--- config.mk ---
export PLATFORM = sky130hd
export DESIGN_NAME = operand_fetch
export DESIGN_NICKNAME = d
export VERILOG_FILES = /design/src/rtl/operand_fetch_pkg.sv /design/src/rtl/operand_fetch_slot.sv /design/src/rtl/operand_fetch.sv
export SDC_FILE = /design/constraint.sdc
export NUM_CORES = 1
export LEC_CHECK = 0
export BUFFER_PORTS_ARGS = -buffer_cell sky130_fd_sc_hd__buf_2
export CAP_MARGIN = 20
export CORE_MARGIN = 8
export CORE_UTILIZATION = 50
export CTS_BUF_LIST = sky130_fd_sc_hd__clkbuf_2
export DETAILED_ROUTE_END_ITERATION = 16
export PLACE_DENSITY = 0.83
export SLEW_MARGIN = 0
export SYNTH_ARGS = -nofsm -noshare
export SYNTH_HDL_FRONTEND = slang
export SYNTH_HIERARCHICAL = 1
export SYNTH_SLANG_ARGS = --single-unit
--- constraint.sdc ---
create_clock -name clock -period 1.93 [get_ports clock]
set_input_delay 0.386 -clock clock [delete_from_list [all_inputs] [get_ports clock]]
set_output_delay 0.386 -clock clock [all_outputs]
set_load 0.02 [all_outputs]
--- src/rtl/operand_fetch_pkg.sv ---
// opf_pkg: shared definitions for the operand fetch unit.
//   opf_state_e   - fetch sequencer states
//   REG_IDX_W     - register index width
//   pack_rd_addr  - builds the two-lane register-file read address
package opf_pkg;

  localparam int REG_IDX_W = 4;
  localparam int RD_ADDR_W = 10;

  typedef enum logic [2:0] {
    IDLE    = 3'd0,
    ISSUE_A = 3'd1,
    ISSUE_B = 3'd2,
    WAIT    = 3'd3,
    CAPTURE = 3'd4,
    HOLD    = 3'd5
  } opf_state_e;

  // The register file reads each byte lane through its own 5-bit index;
  // both lanes point at the same 4-bit register here.
  function automatic logic [RD_ADDR_W-1:0] pack_rd_addr(input logic [REG_IDX_W-1:0] idx);
    return {1'b0, idx, 1'b0, idx};
  endfunction

endpackage

--- src/rtl/operand_fetch_slot.sv ---
// operand_slot: one operand register with writeback forwarding.
//   clock, reset  - clock / async active-high reset
//   start         - request accepted this cycle (clears slot)
//   arm           - this operand is actually fetched for the request
//   start_idx     - register index presented with the request
//   cur_idx       - latched register index for the request in flight
//   capture       - rf_data carries this operand's read data this cycle
//   rf_data       - register-file read data
//   wb_en/addr/data - writeback in flight (forwarding source)
//   operand       - captured operand value
module operand_slot
  import opf_pkg::*;
#(
  parameter int DATA_W = 16
) (
  input  logic                 clock,
  input  logic                 reset,
  input  logic                 start,
  input  logic                 arm,
  input  logic [REG_IDX_W-1:0] start_idx,
  input  logic [REG_IDX_W-1:0] cur_idx,
  input  logic                 capture,
  input  logic [DATA_W-1:0]    rf_data,
  input  logic                 wb_en,
  input  logic [REG_IDX_W-1:0] wb_addr,
  input  logic [DATA_W-1:0]    wb_data,
  output logic [DATA_W-1:0]    operand
);

  logic              pending_reg;
  logic              fwd_flag_reg;
  logic [DATA_W-1:0] fwd_val_reg;
  logic [DATA_W-1:0] operand_reg;
  logic              match_start;
  logic              match_cur;
  logic [DATA_W-1:0] capture_next;

  // In the acceptance cycle the index is not latched yet, so compare
  // against the incoming index instead.
  assign match_start = wb_en && (wb_addr == start_idx);
  assign match_cur   = wb_en && (wb_addr == cur_idx);

  // Latest writeback wins: one in the capture cycle beats an older
  // forwarded value, which in turn beats the register-file data.
  always_comb begin
    capture_next = rf_data;
    if (match_cur)
      capture_next = wb_data;
    else if (fwd_flag_reg)
      capture_next = fwd_val_reg;
  end

  always_ff @(posedge clock or posedge reset) begin
    if (reset) begin
      pending_reg  <= 1'b0;
      fwd_flag_reg <= 1'b0;
      fwd_val_reg  <= '0;
      operand_reg  <= '0;
    end else if (start) begin
      pending_reg  <= arm;
      fwd_flag_reg <= arm && match_start;
      fwd_val_reg  <= match_start ? wb_data : '0;
      operand_reg  <= '0;
    end else if (pending_reg) begin
      if (capture) begin
        operand_reg  <= capture_next;
        pending_reg  <= 1'b0;
        fwd_flag_reg <= 1'b0;
      end else if (match_cur) begin
        fwd_flag_reg <= 1'b1;
        fwd_val_reg  <= wb_data;
      end
    end
  end

  assign operand = operand_reg;

endmodule

--- src/rtl/operand_fetch.sv ---
// operand_fetch: fetches one or two operands from a register file with
// fixed read latency, forwarding in-flight writebacks, then holds them
// for the consumer.
//   clock, reset               - clock / async active-high reset
//   req_valid/req_ready        - request handshake
//   req_src_a/_b, req_dst      - operand indices / destination
//   req_two_op                 - 1: fetch A and B, 0: A only
//   rf_rd_en, rf_rd_addr       - register-file read port (two byte lanes)
//   rf_data                    - register-file read data
//   wb_en, wb_addr, wb_data    - writeback forwarding source
//   out_valid/out_ready        - result handshake
//   out_op_a, out_op_b, out_dst - fetched operands and destination
module operand_fetch
  import opf_pkg::*;
#(
  parameter int RD_LATENCY = 1,
  parameter int DATA_W     = 16
) (
  input  logic                 clock,
  input  logic                 reset,
  input  logic                 req_valid,
  output logic                 req_ready,
  input  logic [REG_IDX_W-1:0] req_src_a,
  input  logic [REG_IDX_W-1:0] req_src_b,
  input  logic [REG_IDX_W-1:0] req_dst,
  input  logic                 req_two_op,
  output logic [1:0]           rf_rd_en,
  output logic [RD_ADDR_W-1:0] rf_rd_addr,
  input  logic [DATA_W-1:0]    rf_data,
  input  logic                 wb_en,
  input  logic [REG_IDX_W-1:0] wb_addr,
  input  logic [DATA_W-1:0]    wb_data,
  output logic                 out_valid,
  input  logic                 out_ready,
  output logic [DATA_W-1:0]    out_op_a,
  output logic [DATA_W-1:0]    out_op_b,
  output logic [REG_IDX_W-1:0] out_dst
);

  opf_state_e           state_reg, state_next;
  logic [REG_IDX_W-1:0] src_a_reg, src_b_reg, dst_reg;
  logic                 two_op_reg;
  logic                 accept;
  logic [1:0]           issue;
  logic [1:0]           issue_d1_reg, issue_d2_reg;
  logic [1:0]           capture;

  logic [REG_IDX_W-1:0] slot_start_idx [2];
  logic [REG_IDX_W-1:0] slot_cur_idx   [2];
  logic                 slot_arm       [2];
  logic [DATA_W-1:0]    slot_operand   [2];

  assign accept = req_valid && req_ready;

  // State register
  always_ff @(posedge clock or posedge reset) begin
    if (reset) state_reg <= IDLE;
    else       state_reg <= state_next;
  end

  // Next-state logic
  always_comb begin
    state_next = state_reg;
    case (state_reg)
      IDLE:    if (req_valid) state_next = ISSUE_A;
      ISSUE_A: if (two_op_reg)            state_next = ISSUE_B;
               else if (RD_LATENCY == 2)  state_next = WAIT;
               else                       state_next = CAPTURE;
      ISSUE_B: state_next = (RD_LATENCY == 2) ? WAIT : CAPTURE;
      WAIT:    state_next = CAPTURE;
      CAPTURE: state_next = HOLD;
      HOLD:    if (out_ready) state_next = IDLE;
      default: state_next = IDLE;
    endcase
  end

  // Output logic
  always_comb begin
    req_ready  = (state_reg == IDLE);
    out_valid  = (state_reg == HOLD);
    rf_rd_en   = 2'b00;
    rf_rd_addr = '0;
    case (state_reg)
      ISSUE_A: begin
        rf_rd_en   = 2'b11;
        rf_rd_addr = pack_rd_addr(src_a_reg);
      end
      ISSUE_B: begin
        rf_rd_en   = 2'b11;
        rf_rd_addr = pack_rd_addr(src_b_reg);
      end
      default: ;
    endcase
  end

  // Request fields
  always_ff @(posedge clock or posedge reset) begin
    if (reset) begin
      src_a_reg  <= '0;
      src_b_reg  <= '0;
      dst_reg    <= '0;
      two_op_reg <= 1'b0;
    end else if (accept) begin
      src_a_reg  <= req_src_a;
      src_b_reg  <= req_src_b;
      dst_reg    <= req_dst;
      two_op_reg <= req_two_op;
    end
  end

  // Issue strobes delayed by the read latency mark the cycle in which
  // rf_data carries each operand. Clearing them on reset discards any
  // read still in flight.
  assign issue[0] = (state_reg == ISSUE_A);
  assign issue[1] = (state_reg == ISSUE_B);

  always_ff @(posedge clock or posedge reset) begin
    if (reset) begin
      issue_d1_reg <= '0;
      issue_d2_reg <= '0;
    end else begin
      issue_d1_reg <= issue;
      issue_d2_reg <= issue_d1_reg;
    end
  end

  assign capture = (RD_LATENCY == 2) ? issue_d2_reg : issue_d1_reg;

  assign slot_start_idx[0] = req_src_a;
  assign slot_start_idx[1] = req_src_b;
  assign slot_cur_idx[0]   = src_a_reg;
  assign slot_cur_idx[1]   = src_b_reg;
  assign slot_arm[0]       = 1'b1;
  assign slot_arm[1]       = req_two_op;

  generate
    for (genvar gi = 0; gi < 2; gi++) begin : g_slot
      operand_slot #(
        .DATA_W(DATA_W)
      ) u_slot (
        .clock     (clock),
        .reset     (reset),
        .start     (accept),
        .arm       (slot_arm[gi]),
        .start_idx (slot_start_idx[gi]),
        .cur_idx   (slot_cur_idx[gi]),
        .capture   (capture[gi]),
        .rf_data   (rf_data),
        .wb_en     (wb_en),
        .wb_addr   (wb_addr),
        .wb_data   (wb_data),
        .operand   (slot_operand[gi])
      );
    end
  endgenerate

  assign out_op_a = slot_operand[0];
  assign out_op_b = slot_operand[1];
  assign out_dst  = dst_reg;

endmodule
==> metrics.txt, run 1 <==
Fill cells=672; aggregate global routing overflow=0; instance count of the mapped netlist=404; mapped cell area=4230 µm²; leading area contributor after synthesis=dfrtp_1; violations in the final reports=setup timing; post-synth cell types=36; post-synthesis xor/xnor area fraction=3.26%; wire length of the first global-routing pass=18,500 µm; largest net degree at the start of global routing=35; Num CTS Buffers=9; post-layout instance area=5260 µm²; setup slack after layout=-0.142 ns; Internal Pwr Total=4.68 mW; startpoint of the worst hold path=req_dst[3]; post-route clock period utilization=107%; Critical Path Start Type=flip-flop; placeable core region=8220 µm²; worst hold path cell count=2; worst hold endpoint=out_dst[3]$_DFFE_PP0P_; FF-to-FF Start=state_reg[1]$_DFFE_PP0P_; multiplexer share of the synthesized area=3.46%; sw power=3.31 mW; via count of the first global-routing pass=3,769; Synth Area in Adders=0%; final setup skew=0.0324 ns; final-layout setup total negative slack=-2.07 ns; Longest Clk Path Bufs=2; Clock Sink Count=86; Comb pwr share=47.0%; maximum operating frequency=0.483 GHz; per-cell routed wire length=18.8 µm; yosys synthesis warning count=6; average cell area after synthesis=10.5 µm²; endpoint of the worst-slack reg-to-reg timing path=g_slot[0].u_slot/fwd_val_reg[15]$_DFFE_PP0P_; Clock transition at path regs=0.22 ns; horizontal die dimension=108 µm; initial antenna violation count=1; diode insertion count for antenna repair=0; max_slew headroom=40.1%; share of final-layout standard cells stronger than drive strength 1=34.7%; Iter 0 DRT Violations=220; Port-buffer cells=101; Pleak=2.54 nW; maxcap violations=0; synth-to-layout area growth=24.4%; Crit path required time=1.54 ns; antenna viol nets, final=0; fraction of the yosys area taken by sequential cells=50.9%; Root Driver=clkbuf_2; DRC violation count after routing=0; classification of the worst setup path=reg2out; worst supply voltage drop on vdd=1.14 mV; total wire length=11,900 µm; Tightest Hold Check Type=in2reg; Setup Viol. Count Final=28; hold violation count in the final report=0; arrival time of the worst setup path=1.69 ns; Clock H-tree levels=3; combinational family with the most area after synthesis=compound AO/OA/AOI/OAI gates; Final GP Congestion=0.846; Reg power frac=39.9%; time the final worst path needs with I/O delays and setup=2.07 ns; final-stage net count=576; measured slew at the worst slew-check pin=0.899 ns; complex-gate fraction of the synthesized area=24.0%; Die Span Y=108 µm; Skew-Pair Late Insertion Delay=0.52 ns; HPWL Detailed=8410 µm; power per cell area=1520 nW/µm²; via count=3,691; status=complete, but fails checks; category of the worst setup path capture point=primary output; critical path peak fanout=6; path depth of the worst reg2reg path=8; clock group share of total power=13.1%; flip-flop and latch count after synthesis=86; count of pins over their slew limit=0; Initial Util=51.5%; placed cell areas=4890 µm²; Overall Global Routing Usage=20.0%; die footprint=11,700 µm²; First-pass DRT Iterations=4; number of cell rows=33; register-to-register setup slack=-0.09 ns; post-synth top area share=50.9%; CTS tree=yes; top post-synthesis cells by area=dfrtp_1 (51%), o21ai_1 (7.6%), a22o_1 (7.0%); unrepaired setup endpoints after global routing=yes; number of I/O pins=104; post-synthesis simple-gate area fraction=13.5%; Avg Vias per Cell=5.84; switching share of total power=41.4%
==> repair_timing <==
| action | CTS | global route |
|---|---|---|
| resized for setup | 19 | 11 |
| hold buffers | 1 | 0 |
| pin swaps | 3 | 11 |
| cloned | 0 | 2 |
| setup buffers | 5 | 6 |
| hold endpoints to repair | 86 | 0 |
| setup endpoints to repair | 11 | 48 |
==> cell families after synthesis <==
family | count (synthesis)
buf+inv | 39
simple gates | 99
other cells | 2
compound gates | 151
xor+xnor | 14
mux | 13
flops | 86
==> synth_stat cells (all sizes together) <==
| cell | number |
|---|---|
| dfrtp | 86 |
| o21ai | 66 |
| a22o | 34 |
| nand2 | 34 |
| a211oi | 32 |
| nor2b | 32 |
| clkbuf | 19 |
| mux2 | 13 |
| buf | 12 |
| a21oi | 9 |
| inv | 8 |
| nand3b | 8 |
| xor2 | 8 |
| nor2 | 6 |
| xnor2 | 6 |
| a21o | 4 |
| nand2b | 4 |
| nor3 | 3 |
| a31oi | 2 |
| a32o | 2 |
| and2 | 2 |
| conb | 2 |
| nand3 | 2 |
| nor4 | 2 |
| or2b | 2 |
| or3 | 2 |
| a2bb2oi | 1 |
| nor3b | 1 |
| nor4b | 1 |
| o21bai | 1 |
==> area by class of cell <==
type	count	area [µm²]	share of cell area, %
Clock buffer	10	50.0	0.952
Multi-Input combinational cell	280	1920	36.6
Sequential cell	86	2150	40.9
Timing Repair Buffer	137	886	16.8
Tap cell	105	131	2.50
Clock inverter	6	86.3	1.64
Inverter	8	30.0	0.571
==> critical path, stage by stage (launching register included) <==
cell and delay [ns]:
dfrtp_1 0.47, buf_6 0.15, or2b_1 0.25, a21oi_2 0.16, buf_4 0.16
==> stage by stage <==
| step | hold slack (ns) | utilization [%] | setup slack (ns) | cells | total power, mW |
|---|---|---|---|---|---|
| 2_1_floorplan | 0.325 | - | 0.00385 | 405 | 5.55 |
| 3_3_place_gp | 0.464 | 59.5 | 0.0875 | 602 | 6.47 |
| 3_5_place_dp | 0.471 | 59.5 | 0.0174 | 602 | 6.63 |
| 4_1_cts | 0.0608 | 62.5 | -0.164 | 624 | 7.83 |
| 5_1_grt | 0.0396 | 64.0 | -0.228 | 632 | 8.50 |
| 6_report | 0.0921 | 64.0 | -0.142 | 632 | 7.98 |
==> power by group through the flow <==
| stage | sequential (mW) | clock [mW] | combinational (mW) |
|---|---|---|---|
| floorplan | 3.47 | 0 | 2.08 |
| global placement | 3.16 | 0 | 3.31 |
| detailed placement | 3.22 | 0 | 3.41 |
| CTS | 3.17 | 1.07 | 3.59 |
| global route | 3.28 | 1.15 | 4.06 |
| finish | 3.19 | 1.05 | 3.75 |
==> placed cells by master, fill, tap and decap left out, types with 3 or more instances in the layout <==
cell	n
mux2_2	13
o21ai_1	64
a22o_1	34
xnor2_1	4
dfrtp_1	86
buf_6	10
nand2_1	34
buf_2	90
a21o_1	4
nand3b_1	8
a211oi_1	32
nand2b_1	4
a21oi_1	3
conb_1	3
nor2_1	4
inv_1	8
buf_4	33
nor2b_1	32
clkbuf_2	10
xor2_1	8
a21oi_2	6
==> worst max-delay path by stage <==
stage / startpoint / slack (ns) / cells after the start / endpoint
finish: state_reg[1]$_DFFE_PP0P_ / -0.14 / 4 / rf_rd_en[1]
global route: state_reg[0]$_DFFE_PP0P_ / -0.23 / 4 / rf_rd_en[1]
CTS: state_reg[1]$_DFFE_PP0P_ / -0.16 / 4 / rf_rd_en[0]
detailed placement: wb_addr[3] / 0.02 / 5 / g_slot[1].u_slot/fwd_val_reg[14]$_DFFE_PP0P_
global placement: wb_addr[3] / 0.09 / 5 / g_slot[0].u_slot/fwd_val_reg[1]$_DFFE_PP0P_
floorplan: state_reg[0]$_DFFE_PP0P_ / 0.004 / 8 / g_slot[0].u_slot/operand[0]$_DFFE_PP0P_
==> routing by layer <==
metal	share of wire, %	GRT usage, %	vias to the layer above
li1	-	-	1688
met1	39	23.6	1776
met2	47	32.5	183
met3	10	5.89	42
met4	3.8	10.3	2
met5	0.067	0	-
(Power assumes the default switching activity.)
==> inputs of run 2 (changes only) <==
==> constraint.sdc (replaced) <==
create_clock -name clock -period 1.93 [get_ports clock]
set_input_delay 0.0965 -clock clock [delete_from_list [all_inputs] [get_ports clock]]
set_output_delay 0.0965 -clock clock [all_outputs]
set_load 0.02 [all_outputs]
==> metrics.txt, run 2 (same netlist as run 1, synthesis figures left out) <==
hold violation count in the final report=0 (unchanged); via count=3,807 (was 3,691); tightest hold margin=0.0262 ns (was 0.0921 ns); initial antenna violation count=0 (was 1); CTS tree=yes (unchanged); highest-count cells in the layout ignoring fill and taps=buf_2 (99), dfrtp_1 (86), o21ai_1 (64) (was buf_2 (90), dfrtp_1 (86), o21ai_1 (64)); Skew-Pair Late Insertion Delay=0.55 ns (was 0.52 ns); wire length of the first global-routing pass=20,600 µm (was 18,500 µm); Tightest Hold Check Type=in2reg (unchanged); measured slew at the worst slew-check pin=0.941 ns (was 0.899 ns); Clock H-tree levels=3 (unchanged); Port-buffer cells=101 (unchanged); final setup skew=0.0402 ns (was 0.0324 ns); Num CTS Buffers=9 (unchanged); overall power consumption=7.66 mW (was 7.98 mW); final-layout setup total negative slack=0 ns (was -2.07 ns); post-layout utilization of the core=66.9% (was 64.0%); die footprint=11,700 µm² (unchanged); worst hold path cell count=4 (was 2); post-layout instance area=5490 µm² (was 5260 µm²); Overall Global Routing Usage=22.4% (was 20.0%); number of I/O pins=104 (unchanged); horizontal die dimension=108 µm (unchanged); per-cell routed wire length=18.8 µm (about the same); final-stage net count=612 (was 576); First-pass DRT Iterations=4 (unchanged); time the final worst path needs with I/O delays and setup=1.87 ns (was 2.07 ns); synth-to-layout area growth=29.9% (was 24.4%); count of pins over their slew limit=0 (unchanged); share of final-layout standard cells stronger than drive strength 1=30.4% (was 34.7%); placeable core region=8220 µm² (unchanged); Longest Clk Path Bufs=2 (unchanged); arrival time of the worst setup path=2.35 ns (was 1.69 ns); worst hold endpoint=g_slot[1].u_slot/operand[14]$_DFFE_PP0P_ (was out_dst[3]$_DFFE_PP0P_); antenna viol nets, final=0 (unchanged); maximum operating frequency=0.536 GHz (was 0.483 GHz); register-to-register setup slack=0.06 ns (was -0.09 ns); max_slew headroom=37.3% (was 40.1%); FF-to-FF Start=src_a_reg[3]$_DFFE_PP0P_ (was state_reg[1]$_DFFE_PP0P_); status=finished, final reports clean (was complete, but fails checks); path depth of the worst reg2reg path=4 (was 8); via count of the first global-routing pass=4,005 (was 3,769); Avg Vias per Cell=5.70 (was 5.84); most common library cell in the layout ignoring fill and taps=buf_2 (unchanged); Pleak=2.64 nW (was 2.54 nW); endpoint of the worst-slack reg-to-reg timing path=g_slot[0].u_slot/fwd_val_reg[11]$_DFFE_PP0P_ (was g_slot[0].u_slot/fwd_val_reg[15]$_DFFE_PP0P_); category of the worst setup path capture point=flip-flop (was primary output); total wire length=12,600 µm (was 11,900 µm); placed cell areas=4870 µm² (was 4890 µm²); Initial Util=51.5% (unchanged); maxcap violations=0 (unchanged); critical path peak fanout=16 (was 6); DRC violation count after routing=0 (unchanged); classification of the worst setup path=reg2reg (was reg2out); largest net degree at the start of global routing=35 (unchanged); startpoint of the worst hold path=rf_data[14] (was req_dst[3]); Setup Viol. Count Final=0 (was 28); worst supply voltage drop on vdd=1.12 mV (was 1.14 mV); Die Span Y=108 µm (unchanged); Critical Path Start Type=flip-flop (unchanged); Iter 0 DRT Violations=218 (was 220); power per cell area=1400 nW/µm² (was 1520 nW/µm²); number of cell rows=33 (unchanged); Clock Sink Count=86 (unchanged); Final GP Congestion=0.884 (was 0.846); diode insertion count for antenna repair=0 (unchanged); HPWL Detailed=8620 µm (was 8410 µm); post-route clock period utilization=96.7% (was 107%); Crit path required time=2.41 ns (was 1.54 ns); Root Driver=clkbuf_2 (unchanged); Clock transition at path regs=0.24 ns (was 0.22 ns); aggregate global routing overflow=0 (unchanged)
==> run 2: cell count changes in the layout (fill, tap and decap cells not counted), sizes merged <==
| cell | previous run | this run |
|---|---|---|
| clkinv | 4 | 1 |
| clkbuf | 11 | 9 |
| clkinvlp | 0 | 3 |
| bufinv | 2 | 0 |
| buf | 135 | 125 |
| inv | 8 | 11 |
| dlygate4sd3 | 1 | 48 |
==> run 2: report_power, final <==
| part | internal [mW] | total, mW | switching [mW] |
|---|---|---|---|
| clock network | 0.185 | 0.861 | 0.677 |
| registers | 2.58 | 3.25 | 0.670 |
| logic | 1.55 | 3.55 | 2.00 |
| total | 4.32 | 7.66 | 3.35 |
==> run 2: how the worst max path moves through the flow <==
stage / from / end / slack (ns) / cells past startpoint
floorplan: state_reg[0]$_DFFE_PP0P_ / g_slot[0].u_slot/operand[0]$_DFFE_PP0P_ / 0.004 / 8
global placement: src_a_reg[0]$_DFFE_PP0P_ / g_slot[0].u_slot/operand[14]$_DFFE_PP0P_ / 0.20 / 5
detailed placement: src_a_reg[3]$_DFFE_PP0P_ / g_slot[0].u_slot/fwd_val_reg[11]$_DFFE_PP0P_ / 0.13 / 4
CTS: state_reg[0]$_DFFE_PP0P_ / rf_rd_en[1] / 0.01 / 4
global route: state_reg[1]$_DFFE_PP0P_ / g_slot[0].u_slot/fwd_val_reg[11]$_DFFE_PP0P_ / -0.002 / 5
finish: src_a_reg[3]$_DFFE_PP0P_ / g_slot[0].u_slot/fwd_val_reg[11]$_DFFE_PP0P_ / 0.06 / 4
==> run 2: repair_timing <==
item                                    CTS  global route
pin swaps                                 0             1
buffers inserted                          1             1
resized for setup                         0             9
hold buffers                             48             0
endpoints found under the setup margin    2            56
endpoints found under the hold margin   168             0
gates cloned                              0             0
==> run 2: layout make-up <==
| type | count | area [µm²] |
|---|---|---|
| Fill cell | 633 | 2720 |
| Sequential cell | 86 | 2150 |
| Multi-Input combinational cell | 280 | 1900 |
| Clock buffer | 9 | 45.0 |
| Tap cell | 105 | 131 |
| Timing Repair Buffer | 173 | 1180 |
| Inverter | 8 | 30.0 |
| Clock inverter | 7 | 56.3 |
==> run 2: layer usage <==
layer,share of wire (%),vias to the layer above,wire length (µm),track usage [%]
met1,39,1846,4920,27.1
met5,0,-,0,0
met3,8.9,32,1120,5.23
met2,48,179,6070,36.8
met4,3.7,0,471,10.8
li1,-,1750,-,-
==> run 2: worst max-delay path, stage by stage (launching register included) <==
cell and delay [ns]:
dfrtp_1 0.46, xor2_1 0.30, nor3_4 0.10, a31oi_2 0.71, a22o_1 0.26
==> run 2: through the flow <==
step | cells | worst slack [ns]
floorplan | 405 | 0.00385
CTS | 667 | 0.0131
global placement | 602 | 0.204
finish | 668 | 0.0644
detailed placement | 602 | 0.128
global route | 668 | -0.00206
==> inputs of run 3 (changes only) <==
--- a/config.mk
+++ b/config.mk
@@ -7,11 +7,13 @@
 export LEC_CHECK = 0
 export BUFFER_PORTS_ARGS = -buffer_cell sky130_fd_sc_hd__buf_2
 export CAP_MARGIN = 20
+export CORE_ASPECT_RATIO = 0.7
 export CORE_MARGIN = 8
 export CORE_UTILIZATION = 50
 export CTS_BUF_LIST = sky130_fd_sc_hd__clkbuf_2
 export DETAILED_ROUTE_END_ITERATION = 16
 export PLACE_DENSITY = 0.83
+export SETUP_SLACK_MARGIN = 0.1
 export SLEW_MARGIN = 0
 export SYNTH_ARGS = -nofsm -noshare
 export SYNTH_HDL_FRONTEND = slang
==> metrics.txt, run 3 (same netlist as run 1, synthesis figures left out) <==
status=complete, but fails checks (was finished, final reports clean); violations in the final reports=setup timing; count of pins over their slew limit=0 (unchanged); Crit path required time=1.83 ns (was 2.41 ns); pre-CTS setup slack=0.0541 ns (was 0.128 ns); largest incremental delay on the critical path=0.49 ns (was 0.71 ns); library cell contributing the largest single delay on the critical path=dfrtp_1 (was a31oi_2); CP Cell Sequence=buf_4 -> nand3b_1 -> a21oi_2 -> buf_6 (was xor2_1 -> nor3_4 -> a31oi_2 -> a22o_1); Die Span Y=92.9 µm (was 108 µm); aggregate global routing overflow=0 (unchanged); synth-to-layout area growth=37.5% (was 29.9%); Tightest Hold Check Type=in2reg (unchanged); horizontal die dimension=126 µm (was 108 µm); arrival time of the worst setup path=1.89 ns (was 2.35 ns); placeable core region=8340 µm² (was 8220 µm²); highest-count cells in the layout ignoring fill and taps=buf_2 (90), dfrtp_1 (86), o21ai_1 (64) (was buf_2 (99), dfrtp_1 (86), o21ai_1 (64)); FF-to-FF Start=state_reg[1]$_DFFE_PP0P_ (was src_a_reg[3]$_DFFE_PP0P_); Clock H-tree levels=3 (unchanged); via count=4,328 (was 3,807); buffers and inverters on the worst path=2 (was 0); maxcap violations=0 (unchanged); final-stage net count=624 (was 612); setup slack after layout=-0.0583 ns (was 0.0644 ns); Crit path max-delay family=flip-flops (was compound AO/OA/AOI/OAI gates); wire length of the first global-routing pass=22,900 µm (was 20,600 µm); per-cell routed wire length=23.8 µm (was 18.8 µm); Num CTS Buffers=9 (unchanged); Port-buffer cells=101 (unchanged); unrepaired setup endpoints after global routing=yes; Final GP Congestion=0.930 (was 0.884); First-pass DRT Iterations=6 (was 4); most common library cell in the layout ignoring fill and taps=buf_2 (unchanged); DRC violation count after routing=0 (unchanged); Fill cells=520 (was 633); share of final-layout standard cells stronger than drive strength 1=32.8% (was 30.4%); Iter 0 DRT Violations=641 (was 218); instance count after placement with tap cells included=595 (was 602); worst supply voltage drop on vdd=0.756 mV (was 1.12 mV); measured slew at the worst slew-check pin=0.846 ns (was 0.941 ns); classification of the worst setup path=reg2out (was reg2reg); max_slew headroom=43.6% (was 37.3%); Post-Layout Cell Count=681 (was 668); startpoint of the worst hold path=wb_en (was rf_data[14]); die footprint=11,700 µm² (about the same); via count of the first global-routing pass=4,324 (was 4,005); Longest Clk Path Bufs=2 (unchanged); Skew-Pair Late Insertion Delay=0.58 ns (was 0.55 ns); Clock transition at path regs=0.25 ns (was 0.24 ns); number of cell rows=28 (was 33); largest net degree at the start of global routing=35 (unchanged); Avg Vias per Cell=6.36 (was 5.70); Root Driver=clkbuf_2 (unchanged); CTS tree=yes (unchanged); overall power consumption=8.54 mW (was 7.66 mW); post-route clock period utilization=103% (was 96.7%); time the final worst path needs with I/O delays and setup=1.99 ns (was 1.87 ns); Setup Viol. Count Final=7 (was 0); hold violation count in the final report=0 (unchanged); initial antenna violation count=1 (was 0); Critical Path Start Type=flip-flop (unchanged); Overall Global Routing Usage=24.7% (was 22.4%); final-layout setup total negative slack=-0.157 ns (was 0 ns); HPWL Detailed=8530 µm (was 8620 µm); power per cell area=1470 nW/µm² (was 1400 nW/µm²); maximum operating frequency=0.503 GHz (was 0.536 GHz); Pleak=2.75 nW (was 2.64 nW); Clock Sink Count=86 (unchanged); total wire length=16,200 µm (was 12,600 µm); category of the worst setup path capture point=primary output (was flip-flop); number of I/O pins=104 (unchanged); Critical path origin=state_reg[0]$_DFFE_PP0P_ (was src_a_reg[3]$_DFFE_PP0P_); Initial Util=50.7% (was 51.5%); critical path peak fanout=6 (was 16); final setup skew=0.0302 ns (was 0.0402 ns); post-layout utilization of the core=69.7% (was 66.9%); antenna viol nets, final=0 (unchanged)
-- run 3: changes by cell type in the layout (fill, tap and decap cells not counted), sizes merged --
cell	delta
buf	+9
inv	-3
a32o	+2
clkinv	+2
diode	+2
clkbuf	+1
-- run 3: timing repair --
| action | 4_1_cts | 5_1_grt |
|---|---|---|
| pin swaps | 7 | 12 |
| hold endpoints to repair | 167 | 0 |
| setup buffers | 15 | 2 |
| setup endpoints to repair | 33 | 85 |
| gates resized for setup | 17 | 37 |
| gates cloned | 3 | 1 |
| hold buffers | 48 | 0 |
-- run 3: layer usage --
metal  global-route usage (%)  share of wire, %
met1                     29.7                35
met5                        0                 0
met4                     14.1               6.3
met3                     8.49                12
met2                     38.6                46
-- run 3: cell type report --
class / instances / area [µm²] / share of cell area, %
multi-input combinational: 282 / 1990 / 34.3
timing repair buffer: 183 / 1420 / 24.3
antenna: 2 / 5.00 / 0.0861
clock inverter: 6 / 40.0 / 0.689
sequential: 86 / 2150 / 37.0
inverter: 8 / 30.0 / 0.517
clock buffer: 9 / 45.0 / 0.775
tap: 105 / 131 / 2.26
-- run 3: path summary, 6_finish.rpt --
check / endpoint / slack [ns] / depth (start not counted)
max: rf_rd_addr[7] / -0.06 / 4
min: g_slot[0].u_slot/fwd_flag_reg$_DFFE_PP0P_ / 0.06 / 4
max reg2reg: g_slot[1].u_slot/fwd_val_reg[0]$_DFFE_PP0P_ / -0.02 / 6
min reg2reg: g_slot[0].u_slot/operand[6]$_DFFE_PP0P_ / 0.52 / 2
max in group asynchronous: src_b_reg[0]$_DFFE_PP0P_ / 1.24 / 3
min in group asynchronous: g_slot[1].u_slot/fwd_val_reg[9]$_DFFE_PP0P_ / 0.15 / 4
-- run 3: worst reg2reg max path: stages (launching register included) --
cell,delay (ns)
dfrtp_1,0.47
buf_4,0.16
nor4b_4,0.35
buf_4,0.17
a21oi_2,0.06
a32o_2,0.38
a22o_1,0.28
-- run 3: report_power, final --
part	switching (mW)	leakage, nW	internal (mW)
Clock	0.666	0.0474	0.156
Combinational	2.50	1.58	1.93
Sequential	0.699	1.12	2.58
-- run 3: metrics by stage --
| stage | hold slack, ns | cell area (µm²) |
|---|---|---|
| 6_report | 0.0589 | 5810 |
| 3_5_place_dp | 0.231 | 4840 |
| 4_1_cts | 0.0385 | 5620 |
| 2_1_floorplan | 0.0351 | 4280 |
| 3_3_place_gp | 0.233 | 4840 |
| 5_1_grt | 0.0499 | 5810 |
